`config.mk`:
```
export PLATFORM = sky130hd
export DESIGN_NAME = sprite_palette_bank
export DESIGN_NICKNAME = d
export VERILOG_FILES = /design/src/rtl/sprite_palette_pkg.sv /design/src/rtl/sprite_palette_bank_cycle.sv /design/src/rtl/sprite_palette_bank.sv
export SDC_FILE = /design/constraint.sdc
export NUM_CORES = 1
export LEC_CHECK = 0
export ABC_CLOCK_PERIOD_IN_PS = 3600
export CORE_UTILIZATION = 45
export DETAILED_ROUTE_END_ITERATION = 12
export DONT_BUFFER_PORTS = 1
export GPL_TIMING_DRIVEN = 1
export PLACE_DENSITY_LB_ADDON = 0.15
export SLEW_MARGIN = 20
export SYNTH_ARGS = -nofsm -noshare
export SYNTH_HDL_FRONTEND = slang
export SYNTH_SLANG_ARGS = --single-unit
```
`constraint.sdc`:
```
create_clock -name Clk -period 3.6 [get_ports Clk]
set_input_delay 0.72 -clock Clk [delete_from_list [all_inputs] [get_ports Clk]]
set_output_delay 0.72 -clock Clk [all_outputs]
set_load 0.03 [all_outputs]
```
`src/rtl/sprite_palette_pkg.sv`:
```
// Shared types and defaults for the sprite palette bank: RGB entry layout,
// reset palette contents and derived width helpers.
package sprite_palette_pkg;

  localparam int IDX_W          = 4;
  localparam int CH_W           = 4;
  localparam int DEPTH          = 1 << IDX_W;
  localparam int DEF_NUM_PAL    = 4;
  localparam int DEF_TRANSP_IDX = 0;
  localparam int DEF_CYC_FIRST  = 1;
  localparam int DEF_CYC_LAST   = 3;
  localparam int DEF_CYC_FRAMES = 8;
  localparam int DEF_PAL_W      = $clog2(DEF_NUM_PAL);
  localparam int DEF_LEN        = DEF_CYC_LAST - DEF_CYC_FIRST + 1;

  typedef struct packed {
    logic [CH_W-1:0] r;
    logic [CH_W-1:0] g;
    logic [CH_W-1:0] b;
  } rgb_t;

  // Reset colour is a grey ramp: each channel carries the index LSBs.
  function automatic rgb_t default_entry(input logic [IDX_W-1:0] i);
    logic [CH_W-1:0] c;
    c = CH_W'(i);
    return '{r: c, g: c, b: c};
  endfunction

  function automatic int width_of(input int n);
    return (n > 1) ? $clog2(n) : 1;
  endfunction

endpackage

```
`src/rtl/sprite_palette_bank_cycle.sv`:
```
// Palette-cycling timebase: counts frames and steps the rotation phase
// every CYC_FRAMES frames while cycling is enabled.
module palette_cycle_ctrl
  import sprite_palette_pkg::*;
#(
  parameter int LEN        = DEF_LEN,
  parameter int CYC_FRAMES = DEF_CYC_FRAMES,
  parameter int PH_W       = width_of(LEN)
) (
  input  logic            clk_i,
  input  logic            rst_ni,
  input  logic            frame_start_i,
  input  logic            cyc_en_i,
  output logic [PH_W-1:0] phase_o
);

  localparam int FC_W = width_of(CYC_FRAMES);

  logic [FC_W-1:0] cnt_q, cnt_d;
  logic [PH_W-1:0] phase_q, phase_d;

  always_comb begin
    cnt_d   = cnt_q;
    phase_d = phase_q;
    if (!cyc_en_i) begin
      cnt_d   = '0;
      phase_d = '0;
    end else if (frame_start_i) begin
      if (cnt_q == FC_W'(CYC_FRAMES - 1)) begin
        cnt_d   = '0;
        phase_d = (phase_q == PH_W'(LEN - 1)) ? '0 : phase_q + 1'b1;
      end else begin
        cnt_d = cnt_q + 1'b1;
      end
    end
  end

  always_ff @(posedge clk_i or negedge rst_ni) begin
    if (!rst_ni) begin
      cnt_q   <= '0;
      phase_q <= '0;
    end else begin
      cnt_q   <= cnt_d;
      phase_q <= phase_d;
    end
  end

  assign phase_o = phase_q;

endmodule

```
`src/rtl/sprite_palette_bank.sv`:
```
// Multi-palette colour lookup: index remap for palette cycling, register-file
// palettes with blank-gated staged writes, and a two-stage lookup pipeline.
module sprite_palette_bank
  import sprite_palette_pkg::*;
#(
  parameter int NUM_PAL    = DEF_NUM_PAL,
  parameter int TRANSP_IDX = DEF_TRANSP_IDX,
  parameter int CYC_FIRST  = DEF_CYC_FIRST,
  parameter int CYC_LAST   = DEF_CYC_LAST,
  parameter int CYC_FRAMES = DEF_CYC_FRAMES,
  parameter int PAL_W      = $clog2(NUM_PAL)
) (
  input  logic              Clk,
  input  logic              Reset_n,
  input  logic              pix_valid,
  input  logic [IDX_W-1:0]  pix_index,
  input  logic [PAL_W-1:0]  pix_pal,
  output logic              out_valid,
  output logic [CH_W-1:0]   red,
  output logic [CH_W-1:0]   green,
  output logic [CH_W-1:0]   blue,
  output logic              out_transparent,
  input  logic              wr_valid,
  output logic              wr_ready,
  input  logic [PAL_W-1:0]  wr_pal,
  input  logic [IDX_W-1:0]  wr_index,
  input  logic [3*CH_W-1:0] wr_rgb,
  input  logic              blank,
  input  logic              frame_start,
  input  logic              cyc_en
);

  localparam int LEN  = CYC_LAST - CYC_FIRST + 1;
  localparam int PH_W = width_of(LEN);
  localparam int SW   = IDX_W + 1;

  logic [PH_W-1:0] phase;

  palette_cycle_ctrl #(
    .LEN       (LEN),
    .CYC_FRAMES(CYC_FRAMES),
    .PH_W      (PH_W)
  ) u_cycle (
    .clk_i        (Clk),
    .rst_ni       (Reset_n),
    .frame_start_i(frame_start),
    .cyc_en_i     (cyc_en),
    .phase_o      (phase)
  );

  logic             s1_valid_q, s1_transp_q, s1_transp_d;
  logic [PAL_W-1:0] s1_pal_q, s1_pal_d;
  logic [IDX_W-1:0] s1_eff_q, s1_eff_d;
  logic [SW-1:0]    rot;

  // Rotate only indices inside the cycled window; transparency keys off the raw index.
  always_comb begin
    rot         = '0;
    s1_eff_d    = pix_index;
    s1_transp_d = (pix_index == IDX_W'(TRANSP_IDX));
    s1_pal_d    = (int'(pix_pal) < NUM_PAL) ? pix_pal : '0;
    if (pix_index >= IDX_W'(CYC_FIRST) && pix_index <= IDX_W'(CYC_LAST)) begin
      rot = SW'(pix_index) - SW'(CYC_FIRST) + SW'(phase);
      if (rot >= SW'(LEN)) rot = rot - SW'(LEN);
      s1_eff_d = IDX_W'(rot + SW'(CYC_FIRST));
    end
  end

  logic             pend_q, pend_d;
  logic [PAL_W-1:0] wpal_q;
  logic [IDX_W-1:0] widx_q;
  rgb_t             wrgb_q;
  logic             commit;

  assign commit = pend_q & blank;

  always_comb begin
    pend_d = pend_q;
    if (commit)              pend_d = 1'b0;
    else if (!pend_q && wr_valid) pend_d = 1'b1;
  end

  always_ff @(posedge Clk or negedge Reset_n) begin
    if (!Reset_n) begin
      pend_q <= 1'b0;
      wpal_q <= '0;
      widx_q <= '0;
      wrgb_q <= '0;
    end else begin
      pend_q <= pend_d;
      if (wr_valid && !pend_q) begin
        wpal_q <= wr_pal;
        widx_q <= wr_index;
        wrgb_q <= wr_rgb;
      end
    end
  end

  assign wr_ready = ~pend_q;

  // Out-of-range palette writes match no row, so they drop silently.
  rgb_t mem_q [NUM_PAL][DEPTH];

  always_ff @(posedge Clk or negedge Reset_n) begin
    if (!Reset_n) begin
      for (int p = 0; p < NUM_PAL; p++)
        for (int i = 0; i < DEPTH; i++)
          mem_q[p][i] <= default_entry(IDX_W'(i));
    end else if (commit) begin
      for (int p = 0; p < NUM_PAL; p++)
        for (int i = 0; i < DEPTH; i++)
          if (p == int'(wpal_q) && i == int'(widx_q))
            mem_q[p][i] <= wrgb_q;
    end
  end

  logic out_valid_q, out_transp_q;
  rgb_t out_rgb_q;

  always_ff @(posedge Clk or negedge Reset_n) begin
    if (!Reset_n) begin
      s1_valid_q   <= 1'b0;
      s1_transp_q  <= 1'b0;
      s1_pal_q     <= '0;
      s1_eff_q     <= '0;
      out_valid_q  <= 1'b0;
      out_transp_q <= 1'b0;
      out_rgb_q    <= '0;
    end else begin
      s1_valid_q  <= pix_valid;
      out_valid_q <= s1_valid_q;
      if (pix_valid) begin
        s1_transp_q <= s1_transp_d;
        s1_pal_q    <= s1_pal_d;
        s1_eff_q    <= s1_eff_d;
      end
      if (s1_valid_q) begin
        out_rgb_q    <= mem_q[s1_pal_q][s1_eff_q];
        out_transp_q <= s1_transp_q;
      end
    end
  end

  assign out_valid       = out_valid_q;
  assign out_transparent = out_transp_q;
  assign red             = out_rgb_q.r;
  assign green           = out_rgb_q.g;
  assign blue            = out_rgb_q.b;

endmodule

```
==> Word-level counts from Yosys, hierarchy flattened <==
Index checks and enable logic that the tools add are counted.
{ "totals": {"inputBits": 31, "register_bits": 814, "elab_cells": 400} }
{ "op_classes": {"n_bitwise": 4, "addsub": 6, "mux": 18, "order_cmp": 5, "n_reduce_logical": 136, "n_eq_ne": 22} }
{ "ops": {"columns": ["cell", "n"], "rows": [
  ["192-bit binary-select mux with 2-bit select", 1],
  ["192-bit 2-to-1 mux", 2],
  ["2-bit AND reduction", 65],
  ["1-bit logical AND", 66],
  ["12-bit binary-select mux with 4-bit select", 1],
  ["4-bit == test (first input constant)", 8],
  ["12-bit 2-to-1 mux", 2],
  ["3-bit by 4-bit == test with 1-bit output (first input constant)", 4],
  ["4-bit 2-to-1 mux", 3],
  ["3-bit 2-to-1 mux", 3],
  ["2-bit by 4-bit == test with 1-bit output (first input constant)", 2],
  ["4-bit logical NOT", 2],
  ["2-bit 2-to-1 mux", 4],
  ["5-bit by 2-bit adder with 5-bit output", 1],
  ["5-bit by 2-bit >= comparator with 1-bit output (second input constant)", 1],
  ["5-bit >= comparator (second input constant)", 1],
  ["4-bit NOT with 5-bit output", 1],
  ["4-bit by 1-bit subtractor with 5-bit output (second input constant)", 1],
  ["4-bit by 1-bit adder with 4-bit output (second input constant)", 1],
  ["1-bit by 4-bit == test with 1-bit output (first input constant)", 1],
  ["2-bit == test (first input constant)", 2],
  ["4-bit by 1-bit >= comparator with 1-bit output (second input constant)", 1],
  ["4-bit by 2-bit <= comparator with 1-bit output (second input constant)", 1],
  ["4-bit by 2-bit subtractor with 4-bit output (second input constant)", 1],
  ["15 further kinds", 16]
]} }

==> Depth between registers and ports, before layout <==
{ "depth": {"ltp_word": 7, "depth_mapped": 15, "ltp_nobuf": 15} }

==> Hierarchy <==
From an unflattened synthesis, not the netlist that was laid out.
{ "hier_totals": {"hier_cells": 2379, "area_unflattened_um2": 37603.6} }
{ "modules_own_cells": {"columns": ["module", "area_each_um2", "instances", "cells_per_inst"], "rows": [
  ["sprite_palette_bank", 37339.6, 1, 2357],
  ["palette_cycle_ctrl", 264.0, 1, 22]
]} }

==> Worst setup path after synthesis <==
Ideal clock, no wire load.
{ "synth_path": {"kind": "in2reg", "start": "input port pix_index[1]", "end": "register s1_eff_q[2]", "path_slack_ns": 0.277, "arrival_ns": 3.185, "t_required_ns": 3.461, "n_path_buf": 0, "path_stages": 13, "path_cell_list": "inv_1 -> ha_1 -> inv_1 -> ha_1 -> inv_1 -> fa_1 -> nor4b_1 -> nand2_1 -> xnor2_1 -> ha_1 -> xnor2_1 -> xnor2_1 -> o221ai_1"} }
{ "synth_between": {"elab_chain_cells": 7, "elab_cells_between_ends": 11} }
{ "synth_lines": {"columns": ["element", "line_no", "rtl"], "rows": [
  ["start: declaration", "sprite_palette_bank.sv:16", "input logic [IDX_W-1:0] pix_index,"],
  ["4-bit by 1-bit subtractor with 5-bit output", "sprite_palette_bank.sv:63", "rot = SW'(pix_index) - SW'(CYC_FIRST) + SW'(phase);"],
  ["5-bit by 2-bit adder with 5-bit output", "sprite_palette_bank.sv:63", null],
  ["4-bit by 2-bit subtractor with 4-bit output / 5-bit by 2-bit >= comparator with 1-bit output (equally long branches)", "sprite_palette_bank.sv:64", "if (rot >= SW'(LEN)) rot = rot - SW'(LEN);"],
  ["4-bit 2-to-1 mux", "sprite_palette_bank.sv:64", null],
  ["4-bit 2-to-1 mux", "sprite_palette_bank.sv:62", "if (pix_index >= IDX_W'(CYC_FIRST) && pix_index <= IDX_W'(CYC_LAST)) begin"],
  ["4-bit by 1-bit adder with 4-bit output", "sprite_palette_bank.sv:65", "s1_eff_d = IDX_W'(rot + SW'(CYC_FIRST));"],
  ["4-bit 2-to-1 mux (*)", "sprite_palette_bank.sv:62", null],
  ["end signal: assignment", "sprite_palette_bank.sv:125", "s1_eff_q <= '0;"],
  ["end signal: assignment", "sprite_palette_bank.sv:135", "s1_eff_q <= s1_eff_d;"],
  ["end: declaration", "sprite_palette_bank.sv:53", "logic [IDX_W-1:0] s1_eff_q, s1_eff_d;"]
]} }
Every way passes the cells marked *; elsewhere a longest branch is shown, timed or not. The select of a mux whose other input is x is not followed.
A chain may end at the register's enable or synchronous reset.

==> Worst setup path in the final report <==
{ "layout_path": {"start": "register u_cycle.phase_q[1] (netlist: u_cycle.phase_o[1])", "end": "register s1_eff_q[2]"} }
{ "layout_between": {"elab_chain_cells": 6, "elab_cells_between_ends": 7} }
{ "layout_lines": {"columns": ["element", "line_no", "rtl"], "rows": [
  ["start: declaration", "sprite_palette_bank_cycle.sv:20", "logic [PH_W-1:0] phase_q, phase_d;"],
  ["start signal: assignment", "sprite_palette_bank_cycle.sv:44", "phase_q <= phase_d;"],
  ["5-bit by 2-bit adder with 5-bit output (*)", "sprite_palette_bank.sv:63", null],
  ["4-bit by 2-bit subtractor with 4-bit output / 5-bit by 2-bit >= comparator with 1-bit output (equally long branches)", "sprite_palette_bank.sv:64", null],
  ["4-bit 2-to-1 mux (*)", "sprite_palette_bank.sv:64", null],
  ["4-bit 2-to-1 mux (*)", "sprite_palette_bank.sv:62", null],
  ["4-bit by 1-bit adder with 4-bit output (*)", "sprite_palette_bank.sv:65", null],
  ["4-bit 2-to-1 mux (*)", "sprite_palette_bank.sv:62", null]
]} }
Marked as above.

==> impl_metrics.py <==
metrics = {
    "run_status": {
        "result_of_the_run": "finished, violations left",
        "failed_checks": "hold timing, slew limit",
    },
    "final_layout": {
        "share_of_layout_cells_above_drive_strength_1": 0.6912,
        "instances_no_fill": 3490,
        "areaGrowthSynthToFinish_pct": 11.86,
        "final_nets": 2386,
        "fillCellCount": 6749,
        "final_core_util": 0.5104,
    },
    "logic_synthesis": {
        "synth-edff-count": 0,
        "async_flop_share": 1.000,
        "synth_seq_cells": 814,
        "synth_common_cells": "836 x sky130_fd_sc_hd__mux2_2, 430 x sky130_fd_sc_hd__dfrtp_1, 384 x sky130_fd_sc_hd__dfstp_2, 192 x sky130_fd_sc_hd__mux4_2, 166 x sky130_fd_sc_hd__clkbuf_1",
        "yosys.area_share.adder": 0.004194,
        "netlist.top_cell.by_area": "sky130_fd_sc_hd__dfrtp_1",
        "synthFlopType": "sky130_fd_sc_hd__dfrtp_1",
        "synth_cells": 2380,
        "synth_area_leaders": "sky130_fd_sc_hd__dfrtp_1 29%, sky130_fd_sc_hd__dfstp_2 27%, sky130_fd_sc_hd__mux2_2 25%",
        "most_repeated_cell_in_the_gate_level_netlist_after_synthesis": "sky130_fd_sc_hd__mux2_2",
        "synth_fp_nets": 2423,
        "synth_compound_area_frac": 0.01704,
        "synth.avg_cell_area_um2": 15.79,
        "synth_largest_type_area_fraction": 0.2863,
        "synth.lib_cells_used.distinct": 44,
        "post_synth_and_or_nand_nor_area_fraction": 0.01701,
        "synthesis.yosys.warnings": 0,
        "synth_top_family_by_area": "multiplexers",
        "muxShareOfSynthArea": 0.3786,
        "synth.cell_area_um2": 37590,
        "synth_seq_area_share": 0.5547,
        "parity_gate_share_of_the_synthesized_area_counting_xor_and_xnor_cells": 0.001165,
    },
    "grt": {
        "first_pass_grt_wire_length_um": 144800,
        "antenna_violations_before_repair": 3,
        "largest_net_degree_at_the_start_of_global_routing": 815,
        "groute.usage.overall": 0.2291,
        "grt_pass1_vias": 21810,
        "grt.overflow.total": 0,
    },
    "setup_path": {
        "crit_type": "flip-flop to flip-flop",
        "worst_setup_path_end_kind": "flip-flop",
        "worst-path-max-fanout": 4,
        "critical_path.startpoint_type": "flip-flop",
        "crit_required_ps": 4100,
        "critPathArrivalTime_ps": 3630,
    },
    "die": {
        "chipHeight_um": 291.0,
        "die_area_um2": 84680,
        "core_area_um2": 82370,
        "ios": 46,
        "number_of_core_rows": 105,
        "initial_utilization": 0.4563,
        "die-width_um": 291.0,
    },
    "routing": {
        "wire_per_inst_um": 27.20,
        "drt.antenna.violating_nets": 0,
        "detail_route.vias_per_cell": 5.852,
        "drtPass1Iterations": 5,
        "route.detailed.drc": 0,
        "wirelength_um": 94910,
        "via_count": 20420,
        "drt-initial-drc-count": 1204,
    },
    "power_and_ir_drop": {
        "power.ir.vdd_worst_uv": 465.1,
        "leakagePower_nw": 18.30,
        "totalPowerFinal_mw": 32.09,
        "cellPowerDensity_nw_per_um2": 763.3,
    },
    "place": {
        "placement.io_buffers": 0,
        "weighted_congestion_reported_at_the_end_of_routability_driven_placement": 0.8646,
        "dp.cells": 3320,
        "hpwl_um": 59420,
    },
    "timing": {
        "fin_worst_skew_ps": 28.01,
        "final_hold_viol_count": 31,
        "slew_headroom": -0.9428,
        "timing.fmax_mhz": 319.3,
        "worstMarginPinSlew_ps": 2914,
        "slew_violations": 627,
        "hold_slack_ps": -198.4,
        "final_min_period_over_clock_period": 0.8699,
        "minimum_clock_period_ps": 3132,
        "setup_viol": 0,
        "setup-tns-final_ps": 0,
        "grt_setup_unrepaired": "no",
    },
    "cts": {
        "post_cts.repair.setup_buffers": 0,
        "clkLatencyLatePin_ps": 650,
        "cts_tree": "done",
        "cts_buffers": 91,
        "clkSlewWorstSetupHoldPaths_ps": 60,
        "post_cts.resized_instances": 0,
        "cts-htree-levels": 3,
        "clkSinkCount": 814,
        "clk_root_buffer_cell": "sky130_fd_sc_hd__clkbuf_16",
        "max-clock-path-buffers": 3,
    },
    "worst_hold_path": {
        "min-delay-path-class": "primary input to async pin",
    },
    "run": {
        "cap_violations": 0,
    },
}
## where the power goes
group          switching [mW]  internal, mW
sequential               2.20          13.2
clock                    3.73          5.97
combinational            2.75          4.20
## cell families after synthesis
kind of cell             count (synthesis)
multiplexers                          1077
flip-flops                             814
AND/OR/NAND/NOR                        142
AO/OA/AOI/OAI                           85
XOR/XNOR                                 5
buffers and inverters                  245
adder cells (fa/ha/maj)                 12
## final cells by class
type / instances / area, um2 / share of cell area
antenna: 1 / 2.502 / 0.00005952
clock buffer: 142 / 2723 / 0.06475
clock inverter: 27 / 427.9 / 0.01018
inverter: 17 / 63.81 / 0.001518
multi-input combinational: 1321 / 15710 / 0.3737
sequential: 814 / 20880 / 0.4966
tap: 1070 / 1339 / 0.03184
timing repair buffer: 98 / 898.4 / 0.02137
## final timing paths
| check | startpoint | end | slack [ps] | depth (start not counted) |
|---|---|---|---|---|
| max | u_cycle.phase_o[1] | s1_eff_q[2] | 470 | 14 |
| min | Reset_n | mem_q[396] | -200 | 0 |
| max reg2reg | u_cycle.phase_o[1] | s1_eff_q[2] | 470 | 14 |
| min reg2reg | mem_q[174] | mem_q[174] | 500 | 1 |
| max in group asynchronous | Reset_n | s1_pal_q[0] | 1150 | 0 |
| min in group Clk | pix_valid | s1_valid_q | 130 | 0 |
## flip-flops by register name (all words and copies together), names as in the netlist, 2 cells and up
signal and flops:
u_cycle.phase_o 2, widx_q 4, red 4, green 4, s1_pal_q 2, s1_eff_q 4, blue 4, mem_q 768
wrgb_q 12, wpal_q 2, u_cycle.cnt_q 3
## layout by cell type (no fill, tap or decap), types with 17 or more instances in the layout
master	count
sky130_fd_sc_hd__mux4_2	192
sky130_fd_sc_hd__o22ai_1	24
sky130_fd_sc_hd__nor3_1	22
sky130_fd_sc_hd__buf_4	85
sky130_fd_sc_hd__clkbuf_8	19
sky130_fd_sc_hd__nand2_1	60
sky130_fd_sc_hd__clkbuf_16	94
sky130_fd_sc_hd__nor2_1	29
sky130_fd_sc_hd__inv_1	17
sky130_fd_sc_hd__dfstp_2	384
sky130_fd_sc_hd__mux2i_1	49
sky130_fd_sc_hd__clkbuf_1	29
sky130_fd_sc_hd__mux2_2	836
sky130_fd_sc_hd__dfrtp_1	415
## worst max-delay path, stage by stage (launching register included)
cell and delay, ps:
sky130_fd_sc_hd__dfrtp_1 380, sky130_fd_sc_hd__inv_1 60, sky130_fd_sc_hd__ha_1 260, sky130_fd_sc_hd__inv_1 60
sky130_fd_sc_hd__ha_1 150, sky130_fd_sc_hd__inv_1 60, sky130_fd_sc_hd__fa_1 400, sky130_fd_sc_hd__xor2_1 180
sky130_fd_sc_hd__nor4b_1 440, sky130_fd_sc_hd__nand2_1 180, sky130_fd_sc_hd__xnor2_1 170, sky130_fd_sc_hd__ha_1 220
sky130_fd_sc_hd__xnor2_1 180, sky130_fd_sc_hd__xnor2_1 130, sky130_fd_sc_hd__o221ai_1 130
## metrics by stage
| step | instance area (um2) | setup slack [ps] |
|---|---|---|
| 6_report | 42050 | 468.2 |
| 5_1_grt | 42040 | 221.9 |
| 4_1_cts | 42040 | 463.9 |
| 3_5_place_dp | 38890 | 219.5 |
| 3_3_place_gp | 38890 | 215.1 |
| 2_1_floorplan | 37590 | 276.8 |
## layer usage
| metal | track usage | part of all wire | vias to the layer above |
|---|---|---|---|
| met2 | 0.3706 | 0.48 | 400 |
| met3 | 0.04230 | 0.050 | 138 |
| met1 | 0.3157 | 0.44 | 11140 |
| li1 | - | - | 8741 |
| met5 | 0 | 0.00015 | - |
| met4 | 0.06646 | 0.024 | 2 |
(Power assumes the default switching activity.)
